[src/rtl/router_pkg.sv]
// Shared definitions for the router input-port controller: FSM states,
// backward-control bit positions, header flag offsets and segment helper.
package router_pkg;

  typedef enum logic [2:0] {
    ST_IDLE,
    ST_REQ,
    ST_BACKOFF,
    ST_PRELOCK,
    ST_LOCK,
    ST_FAIL
  } state_t;

  localparam int BW_PACK    = 0;
  localparam int BW_SUSPEND = 1;
  localparam int BW_CANCEL  = 2;

  // Header flags are addressed as offsets from the flit MSB: bit DATAW-ofs.
  localparam int HDR_SETUP_OFS = 1;
  localparam int HDR_PROBE_OFS = 2;
  localparam int HDR_MODE_OFS  = 3;

  // Segment k sits one segment above the flit LSB slot.
  function automatic int unsigned seg_lsb(input int unsigned k, input int unsigned addrw);
    return (k + 1) * addrw;
  endfunction

endpackage

[src/rtl/route_seg_sel.sv]
// Selects the current and following route segment from the header flit and
// decides whether a packed hop should continue to the next segment.
module route_seg_sel
  import router_pkg::*;
#(
  parameter int DATAW = 66,
  parameter int ADDRW = 8,
  parameter int NSEG  = 4,
  parameter int SEGW  = 2,
  parameter logic [ADDRW/2-1:0] LOCAL_X = '0,
  parameter logic [ADDRW/2-1:0] LOCAL_Y = '0
) (
  input  logic [DATAW-1:0] i_data,
  input  logic [SEGW-1:0]  i_seg_idx,
  output logic [ADDRW-1:0] o_seg_cur,
  output logic [ADDRW-1:0] o_seg_nxt,
  output logic             o_cont
);

  localparam logic [ADDRW-1:0] LOCAL_ADDR = {LOCAL_Y, LOCAL_X};

  logic w_setup;
  logic w_probe;
  logic w_mode;

  assign w_setup = i_data[DATAW-HDR_SETUP_OFS];
  assign w_probe = i_data[DATAW-HDR_PROBE_OFS];
  assign w_mode  = i_data[DATAW-HDR_MODE_OFS];

  assign o_seg_cur = ADDRW'(i_data >> seg_lsb(32'(i_seg_idx), ADDRW));
  assign o_seg_nxt = ADDRW'(i_data >> seg_lsb(32'(i_seg_idx) + 32'd1, ADDRW));

  // Multicast headers only ever use segment 0, so they never advance.
  assign o_cont = !w_mode && !w_probe && w_setup &&
                  (o_seg_cur == LOCAL_ADDR) && (o_seg_nxt != '0) &&
                  (32'(i_seg_idx) < NSEG - 1);

endmodule

[src/rtl/input_port_ctrl_mh.sv]
// Input-port controller: walks the source route hop by hop, retries denied
// requests with backoff, times out silent arbiters and locks the circuit.
module input_port_ctrl_mh
  import router_pkg::*;
#(
  parameter int DATAW       = 66,
  parameter int ADDRW       = 8,
  parameter int NSEG        = 4,
  parameter logic [ADDRW/2-1:0] LOCAL_X = 4'd2,
  parameter logic [ADDRW/2-1:0] LOCAL_Y = 4'd2,
  parameter int BWCTRLW     = 3,
  parameter int MAX_RETRY   = 3,
  parameter int BACKOFF_CYC = 4,
  parameter int REQ_TIMEOUT = 64,
  localparam int SEGW       = (NSEG > 1) ? $clog2(NSEG) : 1,
  localparam int RETW       = (MAX_RETRY > 0) ? $clog2(MAX_RETRY + 1) : 1
) (
  input  logic               clk,
  input  logic               reset,
  input  logic               stb_i,
  input  logic               fwd_i,
  input  logic [DATAW-1:0]   data_i,
  input  logic               grant_i,
  input  logic               deny_i,
  input  logic [BWCTRLW-1:0] bwctrl_i,
  output logic               stb_o,
  output logic               fwd_o,
  output logic [DATAW-1:0]   data_o,
  output logic               request_o,
  output logic [ADDRW-1:0]   address_o,
  output logic [SEGW-1:0]    seg_idx_o,
  output logic               pack_o,
  output logic               suspend_o,
  output logic               cancel_o,
  output logic               fail_o,
  output logic               timeout_o,
  output logic               locked_o,
  output logic [RETW-1:0]    retry_cnt_o
);

  localparam int TMR_MAX = (REQ_TIMEOUT > BACKOFF_CYC) ? REQ_TIMEOUT : BACKOFF_CYC;
  localparam int TMRW    = $clog2(TMR_MAX + 1);

  state_t             r_state;
  logic [SEGW-1:0]    r_seg_idx;
  logic [RETW-1:0]    r_retry;
  logic [TMRW-1:0]    r_timer;
  logic               r_request;
  logic [ADDRW-1:0]   r_address;
  logic               r_fail;
  logic               r_timeout;
  logic [BWCTRLW-1:0] r_bwctrl;

  state_t             w_next_state;
  logic [SEGW-1:0]    w_next_seg;
  logic [RETW-1:0]    w_next_retry;
  logic               w_tmo_fail;
  logic [ADDRW-1:0]   w_seg_cur;
  logic [ADDRW-1:0]   w_seg_nxt;
  logic [ADDRW-1:0]   w_sel_seg;
  logic [ADDRW-1:0]   w_next_addr;
  logic               w_cont;

  route_seg_sel #(
    .DATAW   (DATAW),
    .ADDRW   (ADDRW),
    .NSEG    (NSEG),
    .SEGW    (SEGW),
    .LOCAL_X (LOCAL_X),
    .LOCAL_Y (LOCAL_Y)
  ) u_seg_sel (
    .i_data    (data_i),
    .i_seg_idx (r_seg_idx),
    .o_seg_cur (w_seg_cur),
    .o_seg_nxt (w_seg_nxt),
    .o_cont    (w_cont)
  );

  // NOTE: every signal gets a default before the case so no path leaves it unassigned (no latch).
  always_comb begin
    w_next_state = r_state;
    w_next_seg   = r_seg_idx;
    w_next_retry = r_retry;
    w_tmo_fail   = 1'b0;
    if (!stb_i) begin
      w_next_state = ST_IDLE;
      w_next_seg   = '0;
      w_next_retry = '0;
    end else begin
      case (r_state)
        ST_IDLE: begin
          if (data_i[DATAW-HDR_SETUP_OFS]) begin
            w_next_state = ST_REQ;
            w_next_seg   = '0;
            w_next_retry = '0;
          end
        end
        ST_REQ: begin
          if (deny_i) begin
            if (r_retry < RETW'(MAX_RETRY)) begin
              w_next_state = ST_BACKOFF;
              w_next_retry = r_retry + 1'b1;
            end else begin
              w_next_state = ST_FAIL;
            end
          end else if (grant_i) begin
            w_next_state = ST_PRELOCK;
          end else if (r_timer == TMRW'(REQ_TIMEOUT - 1)) begin
            w_next_state = ST_FAIL;
            w_tmo_fail   = 1'b1;
          end
        end
        ST_BACKOFF: begin
          if (r_timer == TMRW'(BACKOFF_CYC - 1)) w_next_state = ST_REQ;
        end
        ST_PRELOCK: begin
          if (deny_i) begin
            w_next_state = ST_FAIL;
          end else if (bwctrl_i[BW_PACK]) begin
            // w_cont already requires seg_idx < NSEG-1, so the increment cannot wrap.
            if (w_cont) begin
              w_next_state = ST_REQ;
              w_next_seg   = r_seg_idx + 1'b1;
              w_next_retry = '0;
            end else begin
              w_next_state = ST_LOCK;
            end
          end
        end
        ST_LOCK: begin
          if (deny_i) begin
            w_next_state = ST_FAIL;
          end else if (bwctrl_i[BW_CANCEL]) begin
            w_next_state = ST_IDLE;
            w_next_seg   = '0;
            w_next_retry = '0;
          end
        end
        ST_FAIL: w_next_state = ST_FAIL;
        default: w_next_state = ST_IDLE;
      endcase
    end
  end

  always_comb begin
    w_sel_seg   = (w_next_seg == r_seg_idx) ? w_seg_cur : w_seg_nxt;
    w_next_addr = '0;
    if (w_next_state == ST_REQ) begin
      w_next_addr = data_i[DATAW-HDR_MODE_OFS]
                  ? {w_sel_seg[ADDRW-1 -: ADDRW/2], {(ADDRW/2){1'b0}}}
                  : w_sel_seg;
    end
  end

  // NOTE: sequential state uses <= so every register samples pre-edge values.
  always_ff @(posedge clk) begin
    // NOTE: reset is synchronous; all state here is flops, so everything is cleared.
    if (reset) begin
      r_state   <= ST_IDLE;
      r_seg_idx <= '0;
      r_retry   <= '0;
      r_timer   <= '0;
      r_request <= 1'b0;
      r_address <= '0;
      r_fail    <= 1'b0;
      r_timeout <= 1'b0;
      r_bwctrl  <= '0;
    end else begin
      r_state   <= w_next_state;
      r_seg_idx <= w_next_seg;
      r_retry   <= w_next_retry;
      // One timer serves both REQ timeout and BACKOFF length; it restarts on every state change.
      if (!stb_i || (w_next_state != r_state) || !(r_state inside {ST_REQ, ST_BACKOFF}))
        r_timer <= '0;
      else
        r_timer <= r_timer + 1'b1;
      r_request <= (w_next_state == ST_REQ);
      r_address <= w_next_addr;
      r_fail    <= (w_next_state == ST_FAIL) && (r_state != ST_FAIL);
      r_timeout <= w_tmo_fail;
      r_bwctrl  <= bwctrl_i;
    end
  end

  assign stb_o       = stb_i;
  assign fwd_o       = fwd_i;
  assign data_o      = data_i;
  assign request_o   = r_request;
  assign address_o   = r_address;
  assign seg_idx_o   = r_seg_idx;
  assign pack_o      = r_bwctrl[BW_PACK];
  assign suspend_o   = r_bwctrl[BW_SUSPEND];
  assign cancel_o    = r_bwctrl[BW_CANCEL];
  assign fail_o      = r_fail;
  assign timeout_o   = r_timeout;
  assign locked_o    = (r_state == ST_LOCK);
  assign retry_cnt_o = r_retry;

endmodule

[config.mk]
export PLATFORM = sky130hd
export DESIGN_NAME = input_port_ctrl_mh
export DESIGN_NICKNAME = d
export VERILOG_FILES = /design/src/rtl/router_pkg.sv /design/src/rtl/route_seg_sel.sv /design/src/rtl/input_port_ctrl_mh.sv
export SDC_FILE = /design/constraint.sdc
export NUM_CORES = 1
export LEC_CHECK = 0
export ABC_AREA = 1
export BUFFER_PORTS_ARGS = -buffer_cell sky130_fd_sc_hd__buf_2
export CELL_PAD_IN_SITES_DETAIL_PLACEMENT = 0
export CELL_PAD_IN_SITES_GLOBAL_PLACEMENT = 1
export CORE_ASPECT_RATIO = 1.25
export CORE_MARGIN = 2
export CORE_UTILIZATION = 31
export DETAILED_ROUTE_END_ITERATION = 12
export PLACE_DENSITY_LB_ADDON = 0.1
export RECOVER_POWER = 25
export SLEW_MARGIN = 20
export SYNTH_ARGS = -nofsm -noshare
export SYNTH_HDL_FRONTEND = slang
export SYNTH_HIERARCHICAL = 1
export SYNTH_SLANG_ARGS = --single-unit
[constraint.sdc]
create_clock -name clk -period 3.6 [get_ports clk]
set_input_delay 0 -clock clk [delete_from_list [all_inputs] [get_ports clk]]
set_output_delay 0 -clock clk [all_outputs]
set_load 0.01 [all_outputs]
## Word level (Yosys, flattened, before mapping)

Cells that the tools add are included.

- Bits in registers: 28
- Input port bits: 75
- Output and inout port bits: 87
- Word-level logic and storage cells: 97

- $add $sub $neg: 5
- $lt $le $gt $ge: 2
- Equal/unequal tests: 21
- Shifts and indexed selects: 2
- Muxes and demuxes: 32
- Bitwise logic cells: 3
- Reductions and logical operators: 22

Operators by type and width:

| cell | count |
|---|---|
| right shift 66 x 32 -> 8 bit | 1 |
| right shift 66 x 6 -> 8 bit | 1 |
| two-way mux 3 bit | 12 |
| two-way mux 2 bit | 15 |
| adder 29 x 1 -> 29 bit (second input constant) | 1 |
| case mux 3 bit (6 select lines) | 1 |
| inequality test 2 bit (second input constant) | 7 |
| == test 3 bit (second input constant) | 3 |
| AND reduction 9 bit | 1 |
| == test 8 x 6 -> 1 bit (second input constant) | 1 |
| two-way mux 8 bit | 1 |
| case mux 2 bit (4 select lines) | 1 |
| nonzero test 8 bit | 1 |
| adder 7 x 1 -> 7 bit (second input constant) | 1 |
| == test 7 x 2 -> 1 bit (second input constant) | 1 |
| == test 7 x 6 -> 1 bit (second input constant) | 1 |
| == test 3 x 1 -> 1 bit (second input constant) | 2 |
| == test 3 x 2 -> 1 bit (second input constant) | 2 |
| logical AND 1 bit | 6 |
| case mux 2 bit (3 select lines) | 1 |
| OR reduction 2 bit | 3 |
| OR reduction 5 bit | 1 |
| adder 2 x 1 -> 2 bit (second input constant) | 2 |
| zero test 1 bit | 4 |
| 13 further kinds | 17 |

## Logic depth before layout (Yosys ltp)

- Depth in word-level cells: 15
- Gate-level depth with buffers: 29
- Gate-level depth less buffers: 25

## Cells and area by module

The synthesis kept the hierarchy.

Modules (own cells, without submodules):

| module | times used | cells each | area each (µm²) |
|---|---|---|---|
| input_port_ctrl_mh | 1 | 301 | 2220.9 |
| route_seg_sel | 1 | 277 | 1201.2 |

## Least setup slack after synthesis

No wires, ideal clock.

- Path type: reg2reg
- From: reg r_seg_idx[0], in the netlist seg_idx_o[0]
- To: reg r_address[5], in the netlist address_o[5]
- Arrival: 3.128 ns
- Data required time: 3.487 ns
- Slack: 0.358 ns
- Cell stages (with the launch flop): 25
- Path buffers: 4
- Clock period less this slack: 3.242 ns
- Path through: dfxtp_1 -> inv_2 -> buf_6 -> buf_6 -> ha_1 -> inv_2 -> nand2_1 -> buf_6 -> nor2_1 -> inv_2 -> nand3_1 -> nand2_1 -> nand3_1 -> nor2_1 -> nor2_1 -> nand2_1 -> nor2_1 -> nand4_1 -> nand3_2 -> nand3_1 -> nand2_4 -> buf_12 -> nand3_2 -> nand2_1 -> nor2_2

- Cells in the longest elaborated chain, start to end: 14
- Elaborated cells on any way between the ends: 29
- Classes of those cells: add/sub (3); order compare (1); eq/ne (3); shift (2); mux (14); bitwise (1); reduce/logical (5)

Ends and longest elaborated chain:

| what | line | RTL |
|---|---|---|
| from (decl) | input_port_ctrl_mh.sv:45 | `logic [SEGW-1:0] r_seg_idx;` |
| from (signal assigned) | input_port_ctrl_mh.sv:170 | `r_seg_idx <= w_next_seg;` |
| adder 2 x 1 -> 3 bit | router_pkg.sv:25, route_seg_sel.sv:31 |  |
| adder 29 x 1 -> 29 bit / right shift 66 x 6 -> 8 bit (equally long branches) | router_pkg.sv:25, route_seg_sel.sv:30 |  |
| right shift 66 x 32 -> 8 bit / == test 8 x 6 -> 1 bit (equally long branches) | route_seg_sel.sv:31, route_seg_sel.sv:35 |  |
| nonzero test 8 bit / logical AND 1 bit (equally long branches) | route_seg_sel.sv:35, route_seg_sel.sv:34 |  |
| logical AND 1 bit | route_seg_sel.sv:35 | `(o_seg_cur == LOCAL_ADDR) && (o_seg_nxt != '0) &&` |
| logical AND 1 bit * | route_seg_sel.sv:35 |  |
| named net w_cont | input_port_ctrl_mh.sv:62 | `logic w_cont;` |
| two-way mux 3 bit | input_port_ctrl_mh.sv:121 | `if (w_cont) begin` |
| two-way mux 3 bit | input_port_ctrl_mh.sv:119 | `end else if (bwctrl_i[BW_PACK]) begin` |
| two-way mux 3 bit | input_port_ctrl_mh.sv:117 | `if (deny_i) begin` |
| case mux 3 bit (6 select lines) | input_port_ctrl_mh.sv:90 | `case (r_state)` |
| two-way mux 3 bit | input_port_ctrl_mh.sv:85 | `if (!stb_i) begin` |
| == test 3 x 1 -> 1 bit | input_port_ctrl_mh.sv:148 | `if (w_next_state == ST_REQ) begin` |
| NOT 1 bit (no source line) | -- |  |
| OR reduction 2 bit (no source line) | -- |  |
| to (signal assigned) | input_port_ctrl_mh.sv:178 | `r_address <= w_next_addr;` |
| to (decl) | input_port_ctrl_mh.sv:49 | `logic [ADDRW-1:0] r_address;` |

Mark *: on every way through the listed nets, which the timed path passes. The rest lies on a longest branch.
A chain may end at the register's enable or synchronous reset.

## Worst setup path in the final report

- From: reg r_seg_idx[0], in the netlist seg_idx_o[0]
- To: reg r_address[1], in the netlist address_o[1]

- Cells in the longest elaborated chain, start to end: 14
- Elaborated cells on any way between the ends: 29
- Classes of those cells: add/sub (3); order compare (1); eq/ne (3); shift (2); mux (14); bitwise (1); reduce/logical (5)

Ends and longest elaborated chain:

| what | line |
|---|---|
| adder 2 x 1 -> 3 bit | router_pkg.sv:25, route_seg_sel.sv:31 |
| adder 29 x 1 -> 29 bit / right shift 66 x 6 -> 8 bit (equally long branches) | router_pkg.sv:25, route_seg_sel.sv:30 |
| right shift 66 x 32 -> 8 bit / == test 8 x 6 -> 1 bit (equally long branches) | route_seg_sel.sv:31, route_seg_sel.sv:35 |
| nonzero test 8 bit / logical AND 1 bit (equally long branches) | route_seg_sel.sv:35, route_seg_sel.sv:34 |
| logical AND 1 bit | route_seg_sel.sv:35 |
| logical AND 1 bit * | route_seg_sel.sv:35 |
| named net w_cont | input_port_ctrl_mh.sv:62 |
| two-way mux 3 bit | input_port_ctrl_mh.sv:121 |
| two-way mux 3 bit | input_port_ctrl_mh.sv:119 |
| two-way mux 3 bit | input_port_ctrl_mh.sv:117 |
| case mux 3 bit (6 select lines) | input_port_ctrl_mh.sv:90 |
| two-way mux 3 bit | input_port_ctrl_mh.sv:85 |
| == test 3 x 1 -> 1 bit | input_port_ctrl_mh.sv:148 |
| NOT 1 bit (no source line) | -- |
| OR reduction 3 bit (no source line) | -- |

Marked as above.

==> results.txt <==
run status: finished clean
CTS tree: done
register share of total power: 36.7%
Post-Route Utilization: 36.1%
Detailed Route WL: 10600 µm
top achievable clock speed: 0.314 GHz
net count of the mapped netlist: 657
most used cells in the layout excluding fill and tap cells: nand2_1, buf_2, nor2_1
Initial Util: 32.1%
via count: 3581
period utilization: 88.4%
GR Overflow Total: 0
Post-Route Skew: 0.00710 ns
Final Hold Fails: 0
wire length per cell after detailed routing: 13.3 µm
cell at the root of the clock tree: clkbuf_16
part of the power in combinational logic: 25.0%
required time reported for the critical path endpoint: 3.80 ns
Detail Route Antenna Nets: 0
number of buffers between clock root and the deepest sink: 2
number of global-route vias before repair: 3480
initial antenna violation count: 0
IO Pins: 162
cell with the biggest individual delay on the critical path: dfxtp_2
relative contribution of the clock network to total power: 38.3%
gpl congestion: 0.851
layout cell share with drive strength beyond 1: 29.1%
Seq/Total Area, Yosys: 16.4%
P_leak: 2.20 nW
cells traversed along the worst timing path: buf_6 -> ha_1 -> inv_1 -> nand2_1 -> nand2_2 -> inv_1 -> nand3_1 -> nand3_1 -> nand2_1 -> nand3_1 -> nor2_1 -> nor2_2 -> nand2_1 -> nor2_1 -> nor2_1 -> nor2_1 -> nand2_1 -> nand2_1 -> nand4_1 -> nor2_2 -> nand2_1 -> nor2_1
pin count of the biggest net entering global routing: 46
transition time at the pin with the least slew margin: 0.579 ns
internal power: 0.628 mW
area of the mapped netlist: 3420 µm²
instance area after placement: 3730 µm²
number of buffers created by CTS: 3
worst supply voltage drop on vdd: 0.169 mV
gate count of the mapped netlist: 578
Initial DRC Count: 121
max-cap violations: 0
most prevalent standard cell on the critical path: nand2_1
minimum hold slack: 0.0000191 ns
flops & latches, synth: 28
IO buf count: 159
tightest slew margin relative to the limit: 61.4%
drt first pass iters: 4
Synth area leader: nand2_1
area share of the leading cell type in the synthesized netlist: 16.7%
Avg Vias per Cell: 4.50
count of synthesis-stage warnings from yosys: 6
number of nets at the end of the flow: 744
power consumption: 0.880 mW
area of the placeable core: 10700 µm²
std cell rows: 42
Die Wd: 98.0 µm
maximum net fanout on the critical path: 45
peak per-stage delay on the critical path: 0.35 ns
number of distinct library cells after synthesis: 39
Layout Cell Area excl Fill: 3850 µm²
wire length of the first global-routing pass: 17000 µm
number of endpoints failing setup at the final stage: 0
clock sink total: 28
worst min-delay path category: in2out
proportion of total power due to net switching: 28.6%
CTS H-tree lvls: 1
most area-consuming cells after synthesis: nand2_1, dfxtp_1, buf_4
Die Span Y: 121 µm
most common library cell in the layout ignoring fill and taps: nand2_1
antenna fix cells: 0
final setup TNS: 0 ns
endpoint type of the worst setup path: register
drc violations: 0
Critical Path Start Type: register
Post-CTS Setup Bufs: 0
synthesized area per cell: 5.92 µm²
Reg clk slew, reported paths: 0.07 ns
Syn-to-layout area delta: 12.4%
Crit Path Category: reg2reg
combined global-route utilization of all metal layers: 17.6%
clock insertion delay at the later pin of the skew report: 0.27 ns
sum of net half-perimeters after detailed placement: 8660 µm
Die Footprint: 11900 µm²
post-layout minimum cycle time: 3.18 ns
Worst EP arrival: 3.39 ns
pwr/cell area: 229 nW/µm²
Psw: 0.252 mW
final-report max-slew violation count: 0
path summary, 6_finish.rpt:
check | slack (ns) | end | cells after the start | from
worst max-delay path | 0.42 | address_o[1] | 22 | seg_idx_o[0]
worst min-delay path | 0.00002 | fwd_o | 0 | fwd_i
worst max register to register | 0.42 | address_o[1] | 22 | seg_idx_o[0]
worst min register to register | 0.45 | r_timer[0] | 1 | r_timer[0]
power by group through the flow:
stage	sequential, mW	clock (mW)	combinational, mW
after global placement	0.331	0	0.225
after CTS	0.323	0.345	0.228
final	0.323	0.337	0.220
after floorplan	0.329	0	0.161
after global routing	0.324	0.353	0.248
after detailed placement	0.330	0	0.225
synth_stat cells (all sizes together):
master and instances:
nor3b 1, dfxtp 28, buf 83, a32o 1
o22ai 4, xnor2 2, nor3 3, o21bai 1
ha 4, a21oi 18, o21ai 19, nor4 1
nand3 47, nand2 168, inv 78, o211ai 3
clkinv 1, nor2 106, nand3b 1, o31ai 1
xor2 3, nand4 3, clkbuf 1, a31oi 1
worst max-delay path: cells and delay by family, from the launching register on:
kind / cells / cell delay [ns]
buffers and inverters: 3 / 0.62
AND/OR/NAND/NOR: 18 / 1.91
flip-flops: 1 / 0.35
adder cells (fa/ha/maj): 1 / 0.22
final cells by class:
| class | count | area, µm² |
|---|---|---|
| clock buffer | 3 | 75.1 |
| timing repair buffer | 166 | 826 |
| tap | 132 | 165 |
| sequential | 28 | 562 |
| inverter | 79 | 304 |
| multi-input combinational | 387 | 1890 |
| clock inverter | 1 | 30.0 |
| fill | 1265 | 6820 |
state kept, by name, indices dropped and copies added, names as in the netlist:
signal	flops
address_o	8
r_timer	7
r_bwctrl	3
r_state	3
retry_cnt_o	2
seg_idx_o	2
fail_o	1
request_o	1
timeout_o	1
stage by stage:
step / std cells / setup slack (ns)
floorplan: 578 / 0.358
global placement: 789 / 0.364
detailed placement: 789 / 0.268
CTS: 796 / 0.242
global route: 796 / -0.0136
finish: 796 / 0.418
cells by family (layout without fill, tap and decap cells):
kind of cell,after synthesis,after routing,share of synthesized area [%]
XOR/XNOR,5,5,1.28
flip-flops,28,28,16.4
AND/OR/NAND/NOR,330,330,43.3
adder cells (fa/ha/maj),4,4,1.46
AO/OA/AOI/OAI,48,48,8.81
buffers and inverters,163,249,28.7
metal layers:
metal	part of all wire, %	vias to the layer above	track usage, %	wire length [µm]
met3	5.3	6	1.38	559
met4	0.95	0	4.08	101
met2	53	108	34.6	5600
met5	0	-	0	0
li1	-	1878	-	-
met1	41	1589	20.3	4330
what timing repair did:
action / 4_1_cts / 5_1_grt
hold buffers: 3 / 0
setup endpoints to repair: 0 / 15
gates resized for setup: 0 / 4
hold endpoints to repair: 3 / 0
No activity file was read; power rests on OpenSTA's default activity.
